File: src/rtl/seg7_scan_mux.sv
// Six-digit multiplexed 7-segment driver: per-frame snapshot, per-slot blanking, active-low bus.
// Optional LEADING_ZERO_BLANK_EN: suppress the hours-tens digit when it shows zero.
module seg7_scan_mux #(
    parameter int unsigned SCAN_DIV  = 50000,
    parameter int unsigned BLANK_CYC = 500
) (
    input  logic       clk,
    input  logic       rst,
    input  logic       en,
    input  logic [6:0] HRM,
    input  logic [6:0] HRL,
    input  logic [6:0] MIN_M,
    input  logic [6:0] MIN_L,
    input  logic [6:0] SEC_M,
    input  logic [6:0] SEC_L,
    output logic [6:0] seg,
    output logic [5:0] an,
    output logic       frame_start
);

    localparam int unsigned     CW   = $clog2(SCAN_DIV);
    localparam logic [CW-1:0]   LAST = CW'(SCAN_DIV - 1);

    logic [CW-1:0] cnt;
    logic [2:0]    idx;
    logic          run;
    logic [6:0]    snap [6];

    logic       past_blank;
    logic       blank_digit;
    logic       show;
    logic       wrap;
    logic [6:0] cur;

    generate
        if (BLANK_CYC == 0) begin : g_noblank
            assign past_blank = 1'b1;
        end else begin : g_blank
            assign past_blank = 32'(cnt) >= BLANK_CYC;
        end
    endgenerate

`ifdef LEADING_ZERO_BLANK_EN
    assign blank_digit = (idx == 3'd0) && (snap[0] == 7'b0000001);
`else
    assign blank_digit = 1'b0;
`endif

    assign show = run && past_blank && !blank_digit;
    assign wrap = (cnt == LAST) && (idx == 3'd5);

    always_comb begin
        cur = 7'h7F;
        case (idx)
            3'd0:    cur = snap[0];
            3'd1:    cur = snap[1];
            3'd2:    cur = snap[2];
            3'd3:    cur = snap[3];
            3'd4:    cur = snap[4];
            3'd5:    cur = snap[5];
            default: cur = 7'h7F;
        endcase
    end

    always_ff @(posedge clk or posedge rst) begin
        if (rst) begin
            cnt         <= '0;
            idx         <= 3'd0;
            run         <= 1'b0;
            for (int i = 0; i < 6; i++) snap[i] <= 7'h7F;
            seg         <= 7'h7F;
            an          <= 6'b111111;
            frame_start <= 1'b0;
        end else if (!en) begin
            cnt         <= '0;
            idx         <= 3'd0;
            run         <= 1'b0;
            seg         <= 7'h7F;
            an          <= 6'b111111;
            frame_start <= 1'b0;
        end else begin
            // outputs follow the pre-edge slot position, so the wrap edge still shows the old SEC_L
            if (show) begin
                an  <= ~(6'b100000 >> idx);
                seg <= cur;
            end else begin
                an  <= 6'b111111;
                seg <= 7'h7F;
            end

            if (!run || wrap) begin
                snap[0]     <= HRM;
                snap[1]     <= HRL;
                snap[2]     <= MIN_M;
                snap[3]     <= MIN_L;
                snap[4]     <= SEC_M;
                snap[5]     <= SEC_L;
                cnt         <= '0;
                idx         <= 3'd0;
                run         <= 1'b1;
                frame_start <= 1'b1;
            end else begin
                frame_start <= 1'b0;
                if (cnt == LAST) begin
                    cnt <= '0;
                    idx <= idx + 3'd1;
                end else begin
                    cnt <= cnt + 1'b1;
                end
            end
        end
    end

endmodule

File: config.mk
export PLATFORM = sky130hd
export DESIGN_NAME = seg7_scan_mux
export DESIGN_NICKNAME = d
export VERILOG_FILES = /design/src/rtl/seg7_scan_mux.sv
export SDC_FILE = /design/constraint.sdc
export NUM_CORES = 1
export LEC_CHECK = 0
export BUFFER_PORTS_ARGS = -buffer_cell sky130_fd_sc_hd__buf_2
export CORE_ASPECT_RATIO = 1.2
export CORE_MARGIN = 2
export CORE_UTILIZATION = 43
export DETAILED_ROUTE_END_ITERATION = 12
export GPL_TIMING_DRIVEN = 0
export PLACE_DENSITY_LB_ADDON = 0.08
export SLEW_MARGIN = 20
export SYNTH_ARGS = -nofsm -noshare
export SYNTH_HDL_FRONTEND = slang
export SYNTH_SLANG_ARGS = --single-unit
File: constraint.sdc
create_clock -name clk -period 3.8 [get_ports clk]
set_input_delay 0.19 -clock clk [delete_from_list [all_inputs] [get_ports clk]]
set_output_delay 0.19 -clock clk [all_outputs]
set_load 0.05 [all_outputs]
## Yosys cells after proc, flatten, opt, wreduce, memory -nomap -nowiden

Index checks and enable logic that the tools add are counted.

- Input bits: 45
- Word-level logic and storage cells: 46
- Bits in registers: 76
- Output and inout port bits: 14

- Bitwise gates (word level): 1
- Add/subtract/negate cells: 2
- Shift operators: 1
- Equality and inequality tests: 8
- Reductions and logical operators: 6
- Muxes and demuxes: 15
- Magnitude comparators: 1

Operators with widths:

| kind | count |
|---|---|
| two-way mux 16 bit | 3 |
| one-hot mux 7 bit (6 select lines) | 1 |
| adder 16 x 1 -> 16 bit (second input constant) | 1 |
| equality test 16 bit (second input constant) | 1 |
| >= comparator 16 x 9 -> 1 bit (second input constant) | 1 |
| two-way mux 7 bit | 2 |
| two-way mux 6 bit | 2 |
| two-way mux 3 bit | 3 |
| equality test 3 x 2 -> 1 bit (second input constant) | 2 |
| equality test 3 bit (second input constant) | 2 |
| NOT 6 bit | 1 |
| >> shifter 6 x 3 -> 6 bit (first input constant) | 1 |
| two-way mux 1 bit | 4 |
| adder 3 x 1 -> 3 bit (second input constant) | 1 |
| equality test 3 x 1 -> 1 bit (second input constant) | 1 |
| logical NOT 3 bit | 1 |
| inequality test 3 x 1 -> 1 bit (second input constant) | 1 |
| logical AND 1 bit | 2 |
| inequality test 2 x 1 -> 1 bit (second input constant) | 1 |
| AND reduction 2 bit | 1 |
| logical NOT 1 bit | 1 |
| logical OR 1 bit | 1 |

## Longest topological paths before layout

- Depth in word-level cells: 5
- Depth in mapped cells: 9
- Mapped depth without buffers: 6

## Worst setup path after synthesis

No wires, ideal clock.

- Path kind: register to register
- From: register cnt[12]
- To: register snap[0] (netlist name)
- Buffers on the path: 2
- Slack: 1.592 ns
- Setup time: 0.078 ns
- Stages on the path, launching flop included: 7
- Data arrival time: 2.130 ns
- Period minus slack after synthesis: 2.208 ns
- Data required time: 3.722 ns
- Cell sequence: dfrtp_1 or4_4 or4_4 buf_6 buf_6 o211a_1 a31o_1

- Longest elaborated chain between the ends: 4

Ends and longest elaborated chain:

| what | RTL line | source |
|---|---|---|
| start, declared | 24 | `logic [CW-1:0] cnt;` |
| start signal, assigned | 108 | `cnt <= cnt + 1'b1;` |
| equality test 16 bit | 50 | `assign wrap = (cnt == LAST) && (idx == 3'd5);` |
| logical AND 1 bit | 50 |  |
| logical OR 1 bit | 91 | `if (!run \|\| wrap) begin` |
| AND reduction 2 bit (no line) | -- |  |
| end, declared | 27 | `logic [6:0] snap [6];` |

No other way between the ends.
A chain may end at the register's enable or synchronous reset.

## Worst setup path in the final report

- From: register idx[2]
- To: register seg[1]

- Longest elaborated chain between the ends: 4
- Elaborated cells on any way between the ends: 9
- Classes of those cells: 5 x eq/ne; 3 x mux; 1 x reduce/logical

Ends and longest elaborated chain:

| what | RTL line | source |
|---|---|---|
| start, declared | 25 | `logic [2:0] idx;` |
| start signal, assigned | 106 | `idx <= idx + 3'd1;` |
| equality test 3 bit (tied with other cells) | 54 | `case (idx)` |
| one-hot mux 7 bit (6 select lines) (*) | 54 |  |
| two-way mux 7 bit (*) | 83 | `if (show) begin` |
| two-way mux 7 bit (*) | 74 | `end else if (!en) begin` |
| end signal, assigned | 85 | `seg <= cur;` |
| end, declared | 16 | `output logic [6:0] seg,` |

Every way passes the cells marked *; elsewhere a longest branch is shown, timed or not.

==> impl_metrics.py <==
metrics = {
    "outcome": {
        "status": "complete, no violations",
    },
    "place": {
        "gp_congestion": 0.805,
        "place_hpwl_um": 6620,
        "dpl_cell_area_um2": 4290,
        "portBuffers": 58,
    },
    "logic_synthesis": {
        "syn_area_per_cell_um2": 11.6,
        "ys_seq_area_share_pct": 51.6,
        "synth_area_leader_cell": "dfstp_2",
        "synthTopCellsByArea": "dfstp_2 (38%), dfrtp_1 (14%), o211a_1 (11%), a31o_1 (7.1%), a31o_2 (2.5%)",
        "syn-cell-area_um2": 3820,
        "synth.distinct_cells": 40,
        "synth_top_area_share_pct": 37.8,
        "ys.warnings.count": 0,
        "synth-seq-cells": 76,
        "netlist_instances": 329,
        "syn-num-nets": 381,
    },
    "die": {
        "die_y_um": 107,
        "die_area_um2": 9660,
        "fp.dieW_um": 90.1,
        "core-area_um2": 8610,
        "io_pins": 59,
        "rows": 37,
        "start_util_pct": 44.4,
    },
    "worst_setup_path": {
        "reg2reg_from": "idx[2]$_DFFE_PP0P_",
        "path_class": "register to register",
        "critPathMaxFanout": 10,
        "cp.required_ns": 4.02,
        "cp-start-kind": "register",
        "crit_arrival_ns": 3.21,
        "crit_path_start": "idx[2]$_DFFE_PP0P_",
        "reg2reg_depth": 8,
        "endpoint_kind": "register",
        "reg2reg_slack_ns": 0.80,
        "r2r_end": "seg[1]$_DFF_PP1_",
    },
    "final_layout": {
        "final_area_um2": 4530,
        "fill_cells": 826,
        "nets": 451,
        "antenna_cells": 0,
        "area_growth_pct": 18.6,
        "drive_above_1_share_pct": 39.9,
    },
    "drt": {
        "viasPerCell": 5.72,
        "wire_per_inst_um": 18.0,
        "drc": 0,
        "ant_nets": 0,
        "drtIter0Drc": 129,
        "vias": 2980,
        "first_pass_iters": 4,
        "drt-total-wl_um": 9390,
    },
    "global_routing": {
        "track_usage_pct": 20.7,
        "antenna_found_initial": 0,
        "grt_max_degree": 46,
        "grt_pass1_vias": 3052,
        "grt_overflow": 0,
        "grt_pass1_wl_um": 15600,
    },
    "cts": {
        "cts.sinks": 76,
        "ctsHoldBuffers": 0,
        "cts_resized": 0,
        "clockBufferDepth": 2,
        "htree_num_levels": 3,
        "cts-root-buf": "clkbuf_8",
        "cts_buffers": 9,
        "postCtsSetupBuffers": 0,
        "clk_pin_slew_ns": 0.08,
        "cts_tree": "yes",
        "clkLatencyLatePin_ns": 0.35,
    },
    "hold_path": {
        "hp-class": "input port to register",
        "min_to": "snap[30]$_DFFE_PP1P_",
        "whs_path_depth": 2,
        "min_from": "HRL[2]",
    },
    "power_and_ir_drop": {
        "finalPower_uw": 1890,
        "irDropWorstVdd_uv": 258,
        "leakagePower_uw": 0.00202,
        "pwr_density_cell_nw_per_um2": 417,
    },
    "sta": {
        "period_share_pct": 78.8,
        "rsz0062_at_grt": "false",
        "fin_skew_ns": 0.0128,
        "period_minus_slack_ns": 3.00,
        "slew_viol_final": 0,
        "timing.slew.headroom_pct": 36.7,
        "fmax_mhz": 334,
        "setup_viol": 0,
        "worstMarginPinSlew_ns": 0.942,
        "hold_violations": 0,
        "finalSetupTns_ns": 0,
    },
    "flow_run": {
        "maxCapViolations": 0,
    },
}
==> layout make-up <==
| class | instances | area [um2] | share of cell area [%] |
|---|---|---|---|
| Inverter | 8 | 32.5 | 0.718 |
| Timing Repair Buffer | 59 | 318 | 7.01 |
| Clock buffer | 13 | 180 | 3.97 |
| Tap cell | 117 | 146 | 3.23 |
| Buffer | 33 | 160 | 3.53 |
| Sequential cell | 76 | 1970 | 43.5 |
| Clock inverter | 3 | 65.1 | 1.44 |
| Multi-Input combinational cell | 212 | 1660 | 36.6 |
==> cell families after synthesis <==
group / synth area share (%)
compound gates: 25.1
simple gates: 10.7
flops: 51.6
buf+inv: 4.98
xor+xnor: 3.21
mux: 2.06
fa+ha+maj: 2.29
==> report_power, final <==
part	switching [uW]	internal (uW)
logic	92.7	110
clock network	292	445
registers	38.8	909
==> layout by cell type (no fill, tap or decap), drive strengths merged, types with 3 or more instances in the layout <==
cell type / n
and4: 3
nand3: 15
inv: 8
a222oi: 6
buf: 68
dfstp: 55
ha: 7
clkbuf: 37
nand2: 15
mux2: 7
xnor2: 5
nand4: 7
a22oi: 3
or3: 3
xor2: 9
o211a: 42
a31o: 42
and2: 3
a21oi: 5
dfrtp: 21
nor2: 19
==> metal layers <==
metal	global-route usage, %	vias to the layer above	share of wire [%]
met4	7.69	0	2.0
met1	27.7	1490	46
li1	-	1394	-
met3	3.43	15	4.5
met2	33.9	81	48
met5	0	-	0
==> critical path: stages (launching register included) <==
cell       delay (ns)
dfrtp_1          0.38
clkbuf_1         0.30
clkbuf_1         0.33
inv_1            0.19
ha_1             0.16
clkbuf_1         0.37
nor4_1           0.10
nor3_1           0.78
o2111ai_1        0.27
==> worst max path at each step <==
stage / depth (start not counted) / to / slack, ns
2_1_floorplan: 6 / snap[0]$_DFFE_PP1P_ / 1.59
3_3_place_gp: 2 / cnt[14]$_DFF_PP0_ / 0.72
3_5_place_dp: 8 / seg[1]$_DFF_PP1_ / 0.84
4_1_cts: 8 / seg[1]$_DFF_PP1_ / 0.84
5_1_grt: 8 / seg[1]$_DFF_PP1_ / 0.54
6_report: 8 / seg[1]$_DFF_PP1_ / 0.80
==> flip-flops by register name, indices dropped and copies added, names as in the netlist <==
| signal | cells |
|---|---|
| an | 6 |
| snap | 42 |
| cnt | 16 |
| frame_start | 1 |
| seg | 7 |
| run | 1 |
| idx | 3 |
==> synthesized netlist by cell type, drive strengths merged <==
cell type and n:
dfstp 55, a31o 42, o211a 42, clkbuf 24, dfrtp 21, nor2 19
nand2 15, nand3 15, buf 9, xor2 9, inv 8, ha 7
mux2 7, nand4 7, a222oi 6, a21oi 5, xnor2 5, a22oi 3
and2 3, and4 3, or3 3, a32oi 2, and3 2, nor4 2
o2111ai 2, o21ai 2, or4 2, a311oi 1, nand2b 1, nand4b 1
nand4bb 1, nor2b 1, nor3 1, nor4b 1, o211ai 1, or2 1
==> through the flow <==
stage	cells	hold WS, ns	utilization [%]	worst slack [ns]
floorplan	329	0.333	-	1.59
global placement	504	0.419	49.4	0.716
detailed placement	505	0.422	49.8	0.844
CTS	521	0.0589	52.6	0.840
global route	521	0.0609	52.6	0.541
finish	521	0.0737	52.6	0.804
(Power assumes the default switching activity.)
